<file path="config.mk">
export PLATFORM = sky130hd
export DESIGN_NAME = key_conditioner
export DESIGN_NICKNAME = d
export VERILOG_FILES = /design/src/rtl/key_cond_pkg.sv /design/src/rtl/key_cond_channel.sv /design/src/rtl/key_conditioner.sv
export SDC_FILE = /design/constraint.sdc
export NUM_CORES = 1
export LEC_CHECK = 0
export CAP_MARGIN = 20
export CORE_ASPECT_RATIO = 1.25
export CORE_MARGIN = 4
export CORE_UTILIZATION = 29
export DETAILED_ROUTE_END_ITERATION = 8
export GPL_TIMING_DRIVEN = 0
export REMOVE_ABC_BUFFERS = 1
export SYNTH_ARGS = -nofsm -noshare
export SYNTH_HDL_FRONTEND = slang
export SYNTH_SLANG_ARGS = --single-unit
</file>
<file path="constraint.sdc">
create_clock -name clk_i -period 2.1 [get_ports clk_i]
set_input_delay 0.525 -clock clk_i [delete_from_list [all_inputs] [get_ports clk_i]]
set_output_delay 0.525 -clock clk_i [all_outputs]
set_load 0.03 [all_outputs]
</file>
<file path="src/rtl/key_cond_pkg.sv">
// Shared types and helpers for the key_conditioner block.
package key_cond_pkg;

   typedef enum logic [1:0] {IDLE, HELD, DELAY, REPEAT} key_state_e;

   localparam int unsigned PRESS_CNT_W = 8;

   // Bits needed to count 0..max_val-1, never less than one.
   function automatic int unsigned cnt_width(input int unsigned max_val);
      return (max_val <= 1) ? 1 : $clog2(max_val);
   endfunction

endpackage

</file>
<file path="src/rtl/key_cond_channel.sv">
// One key channel: 2-FF synchroniser, tick-sampled debounce, edge pulses and
// the auto-repeat state machine.
module key_cond_channel
   import key_cond_pkg::*;
#(
   parameter int unsigned stable_cnt_p   = 4,
   parameter int unsigned repeat_delay_p = 24,
   parameter int unsigned repeat_rate_p  = 6
) (
   input  logic clk_i,
   input  logic reset_n_i,
   input  logic key_i,
   input  logic tick_i,
   input  logic repeat_en_i,
   output logic level_o,
   output logic press_o,
   output logic release_o,
   output logic event_o
);

   localparam int unsigned DebW   = cnt_width(stable_cnt_p);
   localparam int unsigned RptMax = (repeat_delay_p > repeat_rate_p) ? repeat_delay_p : repeat_rate_p;
   localparam int unsigned RptW   = cnt_width(RptMax);
   localparam logic [DebW-1:0] DebLast   = DebW'(stable_cnt_p - 1);
   localparam logic [RptW-1:0] DelayLast = RptW'(repeat_delay_p - 1);
   localparam logic [RptW-1:0] RateLast  = RptW'(repeat_rate_p - 1);

   logic            r_sync1, r_sync2, r_level, r_press, r_release, r_event;
   logic [DebW-1:0] r_dcnt;
   logic [RptW-1:0] r_rcnt, w_rcnt_n;
   key_state_e      r_state, w_state_n;
   logic            w_flip, w_rise, w_fall, w_event_n;

   // Level flips on the stable_cnt_p-th consecutive differing tick sample.
   assign w_flip = tick_i && (r_sync2 != r_level) && (r_dcnt == DebLast);
   assign w_rise = w_flip && !r_level;
   assign w_fall = w_flip && r_level;

   always_ff @(posedge clk_i or negedge reset_n_i) begin
      if (!reset_n_i) begin
         r_sync1   <= 1'b0;
         r_sync2   <= 1'b0;
         r_level   <= 1'b0;
         r_dcnt    <= '0;
         r_press   <= 1'b0;
         r_release <= 1'b0;
      end else begin
         r_sync1   <= key_i;
         r_sync2   <= r_sync1;
         r_press   <= w_rise;
         r_release <= w_fall;
         if (tick_i) begin
            if ((r_sync2 == r_level) || w_flip) r_dcnt <= '0;
            else                                r_dcnt <= r_dcnt + DebW'(1);
            if (w_flip) r_level <= ~r_level;
         end
      end
   end

   // Release takes priority over any repeat expiry on the same tick.
   always_comb begin
      w_state_n = r_state;
      w_rcnt_n  = r_rcnt;
      w_event_n = 1'b0;
      if (w_fall) begin
         w_state_n = IDLE;
         w_rcnt_n  = '0;
      end else begin
         case (r_state)
            IDLE: begin
               if (w_rise) begin
                  w_state_n = repeat_en_i ? DELAY : HELD;
                  w_rcnt_n  = '0;
                  w_event_n = 1'b1;
               end
            end
            HELD: w_state_n = HELD;
            DELAY: begin
               if (tick_i) begin
                  if (r_rcnt == DelayLast) begin
                     w_state_n = REPEAT;
                     w_rcnt_n  = '0;
                     w_event_n = 1'b1;
                  end else begin
                     w_rcnt_n = r_rcnt + RptW'(1);
                  end
               end
            end
            REPEAT: begin
               if (tick_i) begin
                  if (r_rcnt == RateLast) begin
                     w_rcnt_n  = '0;
                     w_event_n = 1'b1;
                  end else begin
                     w_rcnt_n = r_rcnt + RptW'(1);
                  end
               end
            end
            default: w_state_n = IDLE;
         endcase
      end
   end

   always_ff @(posedge clk_i or negedge reset_n_i) begin
      if (!reset_n_i) begin
         r_state <= IDLE;
         r_rcnt  <= '0;
         r_event <= 1'b0;
      end else begin
         r_state <= w_state_n;
         r_rcnt  <= w_rcnt_n;
         r_event <= w_event_n;
      end
   end

   assign level_o   = r_level;
   assign press_o   = r_press;
   assign release_o = r_release;
   assign event_o   = r_event;

endmodule

</file>
<file path="src/rtl/key_conditioner.sv">
// N-channel push-button front end: shared sample-tick divider plus per-channel
// conditioning. Optional per-channel press counters under KEY_CONDITIONER_STATS_EN.
module key_conditioner
   import key_cond_pkg::*;
#(
   parameter int unsigned            channels_p     = 5,
   parameter int unsigned            sample_div_p   = 50000,
   parameter int unsigned            stable_cnt_p   = 4,
   parameter int unsigned            repeat_delay_p = 24,
   parameter int unsigned            repeat_rate_p  = 6,
   parameter logic [channels_p-1:0]  repeat_mask_p  = '0,
   parameter bit                     active_low_p   = 1'b0
) (
   input  logic                  clk_i,
   input  logic                  reset_n_i,
   input  logic [channels_p-1:0] keys_i,
   output logic [channels_p-1:0] level_o,
   output logic [channels_p-1:0] press_o,
   output logic [channels_p-1:0] release_o,
   output logic [channels_p-1:0] event_o,
   output logic                  tick_o
`ifdef KEY_CONDITIONER_STATS_EN
   ,
   input  logic                              stats_clr_i,
   output logic [channels_p*PRESS_CNT_W-1:0] press_count_o
`endif
);

   localparam int unsigned     DivW    = cnt_width(sample_div_p);
   localparam logic [DivW-1:0] DivLast = DivW'(sample_div_p - 1);
   localparam logic [DivW-1:0] DivPre  = DivW'(sample_div_p - 2);

   logic [DivW-1:0]       r_div;
   logic                  r_tick;
   logic [channels_p-1:0] w_keys;

   // r_tick is high exactly while r_div sits at its last count.
   always_ff @(posedge clk_i or negedge reset_n_i) begin
      if (!reset_n_i) begin
         r_div  <= '0;
         r_tick <= 1'b0;
      end else begin
         r_div  <= (r_div == DivLast) ? '0 : r_div + DivW'(1);
         r_tick <= (r_div == DivPre);
      end
   end

   assign tick_o = r_tick;
   assign w_keys = active_low_p ? ~keys_i : keys_i;

   for (genvar g = 0; g < int'(channels_p); g++) begin : g_ch
      key_cond_channel #(
         .stable_cnt_p   (stable_cnt_p),
         .repeat_delay_p (repeat_delay_p),
         .repeat_rate_p  (repeat_rate_p)
      ) u_ch (
         .clk_i       (clk_i),
         .reset_n_i   (reset_n_i),
         .key_i       (w_keys[g]),
         .tick_i      (r_tick),
         .repeat_en_i (repeat_mask_p[g]),
         .level_o     (level_o[g]),
         .press_o     (press_o[g]),
         .release_o   (release_o[g]),
         .event_o     (event_o[g])
      );
   end

`ifdef KEY_CONDITIONER_STATS_EN
   logic [channels_p-1:0][PRESS_CNT_W-1:0] r_press_cnt;

   // Saturating press counters; a clear beats a same-cycle increment.
   always_ff @(posedge clk_i or negedge reset_n_i) begin
      if (!reset_n_i) begin
         r_press_cnt <= '0;
      end else if (stats_clr_i) begin
         r_press_cnt <= '0;
      end else begin
         for (int c = 0; c < int'(channels_p); c++) begin
            if (press_o[c] && (r_press_cnt[c] != {PRESS_CNT_W{1'b1}}))
               r_press_cnt[c] <= r_press_cnt[c] + PRESS_CNT_W'(1);
         end
      end
   end

   assign press_count_o = r_press_cnt;
`endif

endmodule

</file>
==> impl_metrics.csv, run 1 <==
group,metric,value,unit
setup_path,crit_path_end_kind,"output port",
die,fp.dieArea,0.0194,mm²
finish,final_nets,548,
synth,seq_area_frac_synth,46.2,%
placed_design,port_buffers,27,
synth,avgSynthCellArea,10.2,µm²
timing,skew,0.00795,ns
timing,min_period,2.00,ns
timing,timing.slew.headroom,60.8,%
finish,areaGrowthSynthToFinish,14.0,%
clock_network,cts_root_buf,"sky130_fd_sc_hd__clkbuf_16",
clock_network,cts.clk_slew.worst_paths,0.06,ns
clock_network,worst_skew_pair.late_latency,0.35,ns
die,floorplan.initialDensity,29.6,%
placed_design,detailed_place_hpwl,6.25,mm
synth,ys_seq_elements,92,
synth,synth_async_sr_flop_share,100,%
synth,synth.yosys.warnings,0,
placed_design,gp_congestion,0.776,
setup_path,critical_path.max_fanout,5,
synth,synth.cell_area,0.00499,mm²
die,top_level_ports,28,
die,die_height,155,µm
outcome,outcome,"complete, no violations",
flow_run,drv_cap,0,
setup_path,crit_arrival,1.48,ns
setup_path,criticalPathCategory,"reg2out",
finish,post_layout_nonfiller_instances,729,
synth,synthTopCellsByArea,"sky130_fd_sc_hd__dfrtp_1 (46%), sky130_fd_sc_hd__ha_1 (9.3%), sky130_fd_sc_hd__buf_4 (3.5%)",
power,max-vdd-ir-drop,0.394,mV
synth,synth_cell_type_count,57,
timing,finalCritPeriodShare,95.4,%
global_route,grt_antenna_before_repair,0,
setup_path,timing.critical_path.max_delay_family,"buffers and inverters",
die,die_w,125,µm
clock_network,cts-buffers-inserted,9,
synth,synth_top_cell_area_share,46.2,%
detailed_routing,totalWireLength,8.99,mm
worst_hold_path,holdCritPathClass,"in2async",
power,powerDensity,584,mW/mm²
setup_path,wp_buf_inv,1,
detailed_routing,detail_route.drc_violations,0,
detailed_routing,drt_first_iter_violations,176,
timing,report.final.hold_viol_count,0,
setup_path,worst_path_max_delay_cell,"sky130_fd_sc_hd__clkdlybuf4s50_1",
synth,synth_commonest_cells,"sky130_fd_sc_hd__dfrtp_1 (92), sky130_fd_sc_hd__inv_1 (40), sky130_fd_sc_hd__ha_1 (37), sky130_fd_sc_hd__nand2_1 (37), sky130_fd_sc_hd__nor2_1 (28)",
timing,timing.setup.tns,0,ns
clock_network,cts-htree-levels,3,
timing,final_setup_fails,0,
detailed_routing,vias_per_cell,4.79,
detailed_routing,antenna_left,0,
clock_network,numClockSinks,92,
timing,tightest_slew,0.587,ns
setup_path,crit_path_start_kind,"flop",
global_route,maximum_number_of_pins_on_one_net_before_global_route_repair,49,
timing,fmax,499,MHz
setup_path,worst_path_cell_trace,"clkdlybuf4s50_1",
power,cell_leakage_power,2.49,nW
synth,primary_ff_master_synth,"sky130_fd_sc_hd__dfrtp_1",
clock_network,cts_tree,"built",
global_route,groute.usage.overall,9.64,%
die,number_of_rows_created_at_floorplan,53,
die,floorplan.core_area,0.0168,mm²
setup_path,worst-endpoint-required,1.57,ns
clock_network,clockBufferDepth,2,
detailed_routing,route.vias.total,3489,
finish,layout-drive-gt1-share,9.43,%
detailed_routing,routed_wire_length_per_instance,12.3,µm
placed_design,dp_cells,708,
global_route,grt_remaining_overflow,0,
global_route,first_global_vias,3416,
synth,synthesis.instances,488,
synth,leading_area_contributor_after_synthesis,"sky130_fd_sc_hd__dfrtp_1",
timing,setup_repair_after_global_routing_missed_its_margin,"yes",
setup_path,max_stage_delay,0.70,ns
detailed_routing,drt-pass1-iter-count,4,
finish,antenna-diode-count,0,
timing,drv_slew,0,
clock_network,number_of_hold_buffers_added_after_cts,0,
synth,yosys.cell_count.top_type,"sky130_fd_sc_hd__dfrtp_1",
synth,synth_edf_count,0,
global_route,grt_pass1_wl,15.6,mm
finish,n_fill_cell,1700,
==> registers in the layout, summed over array words and instances (netlist names) <==
name / cells
g_ch.u_ch.r_state: 10
g_ch.u_ch.r_sync1: 5
g_ch.u_ch.press_o: 5
g_ch.u_ch.r_sync2: 5
g_ch.u_ch.release_o: 5
g_ch.u_ch.event_o: 5
r_div: 16
g_ch.u_ch.level_o: 5
g_ch.u_ch.r_dcnt: 10
g_ch.u_ch.r_rcnt: 25
tick_o: 1
==> worst paths after layout <==
check / startpoint / endpoint / slack [ns] / cells past startpoint
max reg2reg: tick_o / g_ch[4].u_ch.r_rcnt[4] / 0.12 / 6
max in group asynchronous: reset_n_i / tick_o / 1.28 / 2
min reg2reg: g_ch[1].u_ch.r_sync1 / g_ch[1].u_ch.r_sync2 / 0.35 / 0
max: g_ch[2].u_ch.level_o / level_o[2] / 0.1 / 1
min in group clk_i: g_ch[1].u_ch.r_sync1 / g_ch[1].u_ch.r_sync2 / 0.35 / 0
min: reset_n_i / g_ch[2].u_ch.r_rcnt[3] / 0.18 / 1
==> routing by layer <==
layer / wire, µm / track usage, %
met1: 4110 / 11.7
met4: 208 / 5.37
met2: 4390 / 15.9
met5: 0 / 0
met3: 278 / 2.04
==> where the power goes <==
part / internal, W / switching [W]
sequential: 0.00178 / 0.00000764
clock: 0.000797 / 0.000674
combinational: 0.0000194 / 0.0000401
==> final cells by class <==
cell class / instances / area, µm² / area share (%)
Clock buffer: 11 / 233 / 4.09
Clock inverter: 5 / 28.8 / 0.506
Inverter: 40 / 150 / 2.64
Multi-Input combinational cell: 327 / 2330 / 41.0
Sequential cell: 92 / 2310 / 40.6
Tap cell: 220 / 275 / 4.84
Timing Repair Buffer: 34 / 360 / 6.34
==> cell families after synthesis <==
| family | Yosys count | synth area share [%] |
|---|---|---|
| simple gates | 163 | 18.2 |
| flops | 92 | 46.2 |
| xor+xnor | 18 | 3.16 |
| compound gates | 102 | 14.5 |
| fa+ha+maj | 37 | 9.28 |
| buf+inv | 69 | 7.13 |
| mux | 7 | 1.56 |
==> worst register-to-register path, cell delays in order, from the launching register on <==
cell and delay (ns):
sky130_fd_sc_hd__dfrtp_4 0.51, sky130_fd_sc_hd__buf_16 0.19, sky130_fd_sc_hd__and4b_2 0.36, sky130_fd_sc_hd__nor4_1 0.07, sky130_fd_sc_hd__a211o_1 0.32, sky130_fd_sc_hd__nand2b_4 0.19, sky130_fd_sc_hd__o311ai_2 0.24
==> cells in the final DEF, fill, tap and decap left out, types with 4 or more instances in the layout <==
| master | netlist | routed |
|---|---|---|
| sky130_fd_sc_hd__nor3b_1 | 6 | 6 |
| sky130_fd_sc_hd__nand2_1 | 37 | 37 |
| sky130_fd_sc_hd__o21ai_1 | 4 | 4 |
| sky130_fd_sc_hd__o21ai_0 | 25 | 25 |
| sky130_fd_sc_hd__buf_4 | 23 | 6 |
| sky130_fd_sc_hd__nand2b_1 | 6 | 6 |
| sky130_fd_sc_hd__xor2_1 | 7 | 7 |
| sky130_fd_sc_hd__inv_1 | 40 | 40 |
| sky130_fd_sc_hd__nor3_1 | 13 | 13 |
| sky130_fd_sc_hd__ha_1 | 37 | 37 |
| sky130_fd_sc_hd__and3_1 | 4 | 4 |
| sky130_fd_sc_hd__a21o_1 | 5 | 5 |
| sky130_fd_sc_hd__a32oi_1 | 5 | 5 |
| sky130_fd_sc_hd__clkbuf_16 | 0 | 9 |
| sky130_fd_sc_hd__or3_1 | 4 | 4 |
| sky130_fd_sc_hd__xnor2_1 | 11 | 11 |
| sky130_fd_sc_hd__nor2_1 | 28 | 28 |
| sky130_fd_sc_hd__a21oi_1 | 21 | 21 |
| sky130_fd_sc_hd__nor2b_1 | 8 | 8 |
| sky130_fd_sc_hd__nand3_1 | 27 | 27 |
| sky130_fd_sc_hd__mux2_2 | 6 | 6 |
| sky130_fd_sc_hd__clkdlybuf4s50_1 | 0 | 25 |
| sky130_fd_sc_hd__clkinv_2 | 0 | 4 |
| sky130_fd_sc_hd__a211oi_1 | 4 | 4 |
| sky130_fd_sc_hd__nand4b_1 | 6 | 6 |
| sky130_fd_sc_hd__o31ai_1 | 9 | 9 |
| sky130_fd_sc_hd__and4b_1 | 6 | 4 |
| sky130_fd_sc_hd__dfrtp_1 | 92 | 91 |
==> through the flow <==
stage	hold WS [ns]	worst slack (ns)	power, W	utilization (%)	area (µm²)
finish	0.175	0.0961	0.00332	33.7	5680
global route	0.235	-0.0553	0.00345	33.7	5680
CTS	0.201	-0.000218	0.00338	33.5	5650
detailed placement	0.336	-0.365	0.00189	31.9	5380
global placement	0.334	-2.91	0.00188	31.6	5330
floorplan	0.229	-0.367	0.00183	-	4780
==> repair_timing <==
| item | in CTS | in global routing |
|---|---|---|
| gates resized for setup | 6 | 0 |
| gates cloned | 0 | 0 |
| buffers inserted | 0 | 5 |
| setup endpoints to repair | 23 | 18 |
Note: power is estimated with default switching activity, not from simulation.
==> run 2: changes to the inputs <==
--- a/config.mk
+++ b/config.mk
@@ -14,4 +14,5 @@
 export REMOVE_ABC_BUFFERS = 1
 export SYNTH_ARGS = -nofsm -noshare
 export SYNTH_HDL_FRONTEND = slang
+export SYNTH_HIERARCHICAL = 1
 export SYNTH_SLANG_ARGS = --single-unit
==> run 2 against run 1 <==
  * Area after synthesis is 2.7% higher
  * Power is 5.2% higher
  * Sequential power hardly changed
  * Flip-flop and latch count stayed put
  * Register-to-register slack hardly changed
  * Cell count is 3.7% higher
  * Largest cell class unchanged
==> impl_metrics.csv, run 2 <==
group,metric,value,unit
finish,number_of_flip_flops_in_the_largest_register,25,
finish,max_flop_register,"g_ch.u_ch/r_rcnt",
die,floorplan.initialDensity,29.4,%
detailed_routing,antenna_left,0,
clock_network,clockBufferDepth,2,
clock_network,cts_root_buf,"sky130_fd_sc_hd__clkbuf_16",
detailed_routing,totalWireLength,9.69,mm
global_route,grt_antenna_before_repair,0,
global_route,grt_pass1_wl,16.8,mm
power,switchingPower,0.000731,W
power,cell_leakage_power,2.65,nW
timing,report.final.hold_viol_count,0,
synth,synth.cell_area,0.00512,mm²
timing,fmax,499,MHz
finish,final_nets,571,
setup_path,crit_reg_reg_startpoint,"tick_o",
setup_path,ff2ff_setup_slack,0.11,ns
placed_design,detailed_place_hpwl,6.83,mm
clock_network,cts-htree-levels,3,
finish,layout_commonest_cell,"sky130_fd_sc_hd__dfrtp_1",
timing,finalCritPeriodShare,95.5,%
detailed_routing,drt-pass1-iter-count,4,
placed_design,gp_congestion,0.789,
worst_hold_path,holdCritPathClass,"in2async",
setup_path,crit_arrival,1.48,ns
setup_path,criticalPathCategory,"reg2out",
synth,ys_seq_elements,92,
detailed_routing,routed_wire_length_per_instance,12.8,µm
setup_path,max_stage_delay,0.71,ns
setup_path,crit_path_start_kind,"flop",
power,final_total_pwr,0.00349,W
timing,drv_slew,0,
global_route,grt_met1_usage,11.8,%
global_route,maximum_number_of_pins_on_one_net_before_global_route_repair,72,
finish,n_fill_cell,1714,
global_route,global_route.usage.met3,2.42,%
setup_path,crit_path_end_kind,"output port",
power,powerDensity,586,mW/mm²
power,p_seq_share,51.2,%
die,number_of_rows_created_at_floorplan,54,
die,die_height,157,µm
synth,synth.yosys.warnings,6,
setup_path,worst_r2r_path_depth,6,
clock_network,cts-buffers-inserted,9,
synth,synth_cell_type_count,42,
die,floorplan.core_area,0.0174,mm²
timing,final_setup_fails,0,
clock_network,worst_skew_pair.late_latency,0.34,ns
finish,layout_common_cells,"sky130_fd_sc_hd__dfrtp_1 (91), sky130_fd_sc_hd__nand2_1 (39), sky130_fd_sc_hd__inv_1 (39)",
power,power_frac_comb,2.1,%
timing,min_period,2.01,ns
clock_network,number_of_hold_buffers_added_after_cts,0,
synth,yosys.cell_count.top_type,"sky130_fd_sc_hd__dfrtp_1",
clock_network,cts_tree,"built",
placed_design,place_worst_setup_slack,-0.230,ns
finish,final_core_utilization,34.2,%
timing,finalHoldWorstSlack,0.0855,ns
flow_run,drv_cap,0,
setup_path,critical_path.max_fanout,5,
synth,synthTopCellsByArea,"sky130_fd_sc_hd__dfrtp_1 (45%), sky130_fd_sc_hd__ha_1 (9.0%), sky130_fd_sc_hd__nand3_1 (3.0%)",
timing,final.setup.worst_slack,0.0943,ns
die,die_w,127,µm
setup_path,worst-endpoint-required,1.57,ns
detailed_routing,route.vias.total,3659,
finish,areaGrowthSynthToFinish,16.4,%
placed_design,port_buffers,27,
detailed_routing,drt_first_iter_violations,223,
finish,antenna-diode-count,0,
setup_path,critical_path.reg2reg.endpoint,"g_ch[2].u_ch/r_state[0]",
outcome,outcome,"complete, no violations",
synth,synth_top_cell_area_share,44.9,%
synth,leading_area_contributor_after_synthesis,"sky130_fd_sc_hd__dfrtp_1",
power,max-vdd-ir-drop,0.341,mV
timing,setup_repair_after_global_routing_missed_its_margin,"no",
setup_path,worst_path_cell_trace,"clkdlybuf4s50_1",
global_route,first_global_vias,3750,
power,power.internal,0.00276,W
synth,synthesis.instances,492,
die,top_level_ports,28,
setup_path,timing.critical_path.max_delay_family,"buffers and inverters",
synth,synth_async_sr_flop_share,100,%
global_route,grt.met2_usage,18.0,%
finish,reg.largest.list,"g_ch.u_ch/r_rcnt (25), r_div (16)",
power,p_clk_share,46.8,%
power,switching_share,20.9,%
detailed_routing,detail_route.drc_violations,0,
global_route,groute.usage.overall,10.2,%
synth,synth_edf_count,0,
clock_network,cts.clk_slew.worst_paths,0.07,ns
timing,skew,0.00612,ns
global_route,grt_remaining_overflow,0,
die,fp.dieArea,0.0199,mm²
synth,avgSynthCellArea,10.4,µm²
clock_network,numClockSinks,92,
setup_path,worst_path_max_delay_cell,"sky130_fd_sc_hd__clkdlybuf4s50_1",
setup_path,wp_buf_inv,1,
detailed_routing,vias_per_cell,4.84,
global_route,grt_most_used_layer,"met2",
synth,synth_commonest_cells,"sky130_fd_sc_hd__dfrtp_1 (92), sky130_fd_sc_hd__inv_1 (39), sky130_fd_sc_hd__nand2_1 (39), sky130_fd_sc_hd__ha_1 (37), sky130_fd_sc_hd__nand3_1 (31)",
synth,seq_area_frac_synth,44.9,%
synth,primary_ff_master_synth,"sky130_fd_sc_hd__dfrtp_1",
finish,layout-drive-gt1-share,13.5,%
-- run 2: what timing repair did --
item | 4_1_cts | 5_1_grt
cloned | 0 | 0
resized for setup | 2 | 2
setup endpoints to repair | 24 | 11
setup buffers | 0 | 1
-- run 2: stage by stage --
step                      instances  setup TNS (ns)  instance area, µm²
final                           756               0                5960
after global routing            756               0                5960
after CTS                       755               0                5950
after detailed placement        739           -2.48                5650
after global placement          737         -285.73                5590
after floorplan                 486           -3.55                5040
-- run 2: layout make-up --
class | instances | area (µm²) | area share, %
Multi-Input combinational cell | 350 | 2580 | 43.2
Sequential cell | 92 | 2310 | 38.7
Timing Repair Buffer | 30 | 332 | 5.56
Tap cell | 224 | 280 | 4.70
Clock buffer | 10 | 239 | 4.01
Inverter | 44 | 165 | 2.77
Clock inverter | 6 | 62.6 | 1.05
-- run 2: worst max path at each step --
stage	to	slack, ns	cells past startpoint	startpoint
2_1_floorplan	g_ch[0].u_ch/r_state[0]	-0.24	5	tick_o
3_3_place_gp	g_ch[1].u_ch/release_o	-2.96	1	reset_n_i
3_5_place_dp	g_ch[2].u_ch/r_state[0]	-0.23	6	tick_o
4_1_cts	g_ch[2].u_ch/r_state[0]	0.001	6	tick_o
5_1_grt	g_ch[2].u_ch/r_state[1]	0.001	6	tick_o
6_report	level_o[3]	0.09	1	g_ch[3].u_ch/level_o
-- run 2: power groups by stage --
stage                     Clock, W  Combinational (W)  Sequential (W)
after floorplan                  0          0.0000190         0.00182
after global placement           0          0.0000675         0.00182
after detailed placement         0          0.0000762         0.00182
after CTS                  0.00172          0.0000764         0.00179
after global routing       0.00178          0.0000862         0.00179
final                      0.00163          0.0000725         0.00179
-- run 2: routing by layer --
layer | part of all wire, % | routed length [µm] | vias to the layer above
met4 | 1.6 | 157 | 0
met3 | 2.6 | 253 | 9
met2 | 51 | 4990 | 34
met1 | 44 | 4290 | 1798
li1 | - | - | 1818
met5 | 0 | 0 | -
-- run 2: cell families after synthesis --
family,Yosys count,share of synthesized area (%)
AOI/OAI and AO/OA,83,12.3
xor gates and xnor gates,17,2.91
adders and majority gates,37,9.04
buffers and inverters,54,5.06
DFF,92,44.9
muxes,10,2.20
other,1,0.0732
and+or+nand+nor,198,23.5
==> run 3: changes to the inputs <==
--- a/config.mk
+++ b/config.mk
@@ -7,11 +7,11 @@
 export LEC_CHECK = 0
 export CAP_MARGIN = 20
 export CORE_ASPECT_RATIO = 1.25
-export CORE_MARGIN = 4
 export CORE_UTILIZATION = 29
 export DETAILED_ROUTE_END_ITERATION = 8
 export GPL_TIMING_DRIVEN = 0
 export REMOVE_ABC_BUFFERS = 1
+export SKIP_CTS_REPAIR_TIMING = 1
 export SYNTH_ARGS = -nofsm -noshare
 export SYNTH_HDL_FRONTEND = slang
 export SYNTH_HIERARCHICAL = 1
==> run 3 against run 2 <==
  * Global-route usage rose by 1.2 points
  * Clock power increased by 7%
  * Core utilization increased by 0.88 points
  * Routed wire length decreased by 0.28%
  * Sequential power is essentially flat
  * First-iteration DRC count fell by 4.0%
  * Via count increased by 1.3%
  * Largest cell class unchanged
  * Largest power group unchanged
  * Highest routed layer unchanged
==> impl_metrics.csv, run 3 (same netlist as run 2, synthesis figures left out) <==
group,metric,value,unit
outcome,outcome,"complete, no violations",
power,max-vdd-ir-drop,0.341,mV
clock_network,numClockSinks,92,
power,switchingPower,0.000713,W
setup_path,worst-endpoint-required,1.57,ns
finish,antenna-diode-count,0,
clock_network,worst_skew_pair.late_latency,0.34,ns
clock_network,clockBufferDepth,2,
detailed_routing,drt_first_iter_violations,214,
setup_path,worst_path_cell_trace,"clkdlybuf4s50_1",
timing,report.final.hold_viol_count,0,
global_route,groute.usage.overall,11.4,%
die,number_of_rows_created_at_floorplan,53,
timing,min_period,2.04,ns
placed_design,detailed_place_hpwl,6.75,mm
setup_path,cp_num_cells,1,
detailed_routing,detail_route.drc_violations,0,
timing,skew,0.00676,ns
clock_network,cts_root_buf,"sky130_fd_sc_hd__clkbuf_16",
die,die_height,151,µm
global_route,maximum_number_of_pins_on_one_net_before_global_route_repair,60,
detailed_routing,totalWireLength,9.66,mm
power,power.internal,0.00288,W
timing,final_setup_fails,0,
global_route,grt_remaining_overflow,0,
setup_path,crit_arrival,1.51,ns
die,floorplan.initialDensity,30.1,%
finish,areaGrowthSynthToFinish,16.7,%
timing,setup_repair_after_global_routing_missed_its_margin,"no",
timing,fmax,491,MHz
finish,n_fill_cell,1684,
global_route,grt_pass1_wl,16.7,mm
detailed_routing,routed_wire_length_per_instance,12.8,µm
timing,finalCritPeriodShare,96.9,%
finish,post_layout_nonfiller_instances,752,
finish,final_nets,571,
setup_path,criticalPathCategory,"reg2out",
clock_network,cts_tree,"built",
power,p_clk_share,48.3,%
setup_path,wp_buf_inv,1,
timing,drv_slew,0,
setup_path,worst_r2r_path_depth,6,
finish,number_of_flip_flops_in_the_largest_register,25,
power,cell_leakage_power,2.65,nW
power,p_seq_share,49.7,%
die,fp.dieArea,0.0182,mm²
clock_network,cts.clk_slew.worst_paths,0.06,ns
detailed_routing,antenna_left,0,
finish,layout_common_cells,"sky130_fd_sc_hd__dfrtp_1 (91), sky130_fd_sc_hd__nand2_1 (39), sky130_fd_sc_hd__inv_1 (39)",
setup_path,timing.critical_path.max_delay_family,"buffers and inverters",
detailed_routing,route.vias.total,3708,
die,die_w,121,µm
setup_path,crit_path_start_kind,"flop",
worst_hold_path,holdCritPathClass,"in2async",
power,switching_share,19.8,%
setup_path,max_stage_delay,0.72,ns
power,final_total_pwr,0.00360,W
setup_path,worst_path_max_delay_cell,"sky130_fd_sc_hd__clkdlybuf4s50_1",
detailed_routing,vias_per_cell,4.93,
placed_design,port_buffers,27,
setup_path,critical_path.max_fanout,5,
die,top_level_ports,28,
finish,max_flop_register,"g_ch.u_ch/r_rcnt",
finish,reg.largest.list,"g_ch.u_ch/r_rcnt (25), r_div (16)",
die,floorplan.core_area,0.0170,mm²
finish,layout_commonest_cell,"sky130_fd_sc_hd__dfrtp_1",
power,power_frac_comb,2.0,%
detailed_routing,drt-pass1-iter-count,4,
global_route,first_global_vias,3745,
finish,layout-drive-gt1-share,13.3,%
power,powerDensity,601,mW/mm²
clock_network,cts-htree-levels,3,
clock_network,cts-buffers-inserted,9,
placed_design,dp_cells,735,
setup_path,crit_path_end_kind,"output port",
placed_design,gp_congestion,0.782,
global_route,grt_antenna_before_repair,0,
flow_run,drv_cap,0,
==> run 3: cell type report <==
class / instances / area (µm²) / share of cell area (%)
flip-flops and latches: 92 / 2310 / 38.6
repair buffers: 30 / 333 / 5.57
clock buffers: 12 / 246 / 4.12
multi-input cells: 350 / 2580 / 43.1
inverters: 44 / 168 / 2.80
well taps: 220 / 275 / 4.60
clock inverters: 4 / 72.6 / 1.21
==> run 3: per-stage QoR <==
stage	hold slack, ns	TNS, ns	area (µm²)	setup WS [ns]	utilization [%]
4_1_cts	0.151	-2.72	5960	-0.406	35.0
6_report	0.145	0	5980	0.0648	35.1
5_1_grt	0.169	0	5980	0.00633	35.1
2_1_floorplan	0.229	-3.55	5040	-0.237	-
3_5_place_dp	0.338	-1.94	5640	-0.206	33.1
3_3_place_gp	0.335	-297.26	5590	-3.05	32.8
==> run 3: worst reg2reg max path: cells and delay by family (launching register included) <==
kind	cells	cell delay (ns)
AO/OA/AOI/OAI	2	0.32
buffers and inverters	2	0.40
flip-flops	1	0.53
multiplexers	1	0.37
AND/OR/NAND/NOR	1	0.23
==> run 3: layer usage <==
metal | vias to the layer above | share of wire, % | global-route usage [%]
met4 | 0 | 1.4 | 4.32
met1 | 1827 | 44 | 12.9
met2 | 58 | 51 | 20.3
li1 | 1814 | - | -
met3 | 9 | 3.6 | 2.99
met5 | - | 0 | 0
==> run 3: path summary, 6_finish.rpt <==
kind / start / to / slack [ns]
worst max-delay path: g_ch[3].u_ch/level_o / level_o[3] / 0.06
worst max register to register: tick_o / g_ch[3].u_ch/r_state[0] / 0.12
min in group clk_i: g_ch[0].u_ch/r_sync1 / g_ch[0].u_ch/r_sync2 / 0.35
worst min-delay path: reset_n_i / g_ch[2].u_ch/r_dcnt[1] / 0.14
max in group asynchronous: reset_n_i / tick_o / 1.31
worst min register to register: g_ch[0].u_ch/r_sync1 / g_ch[0].u_ch/r_sync2 / 0.35
==> run 3: power groups by stage <==
| stage | Combinational, W | Clock [W] | Sequential, W |
|---|---|---|---|
| 2_1_floorplan | 0.0000190 | 0 | 0.00182 |
| 3_5_place_dp | 0.0000757 | 0 | 0.00182 |
| 4_1_cts | 0.0000758 | 0.00181 | 0.00179 |
| 6_report | 0.0000717 | 0.00174 | 0.00179 |
| 3_3_place_gp | 0.0000679 | 0 | 0.00182 |
| 5_1_grt | 0.0000846 | 0.00187 | 0.00179 |
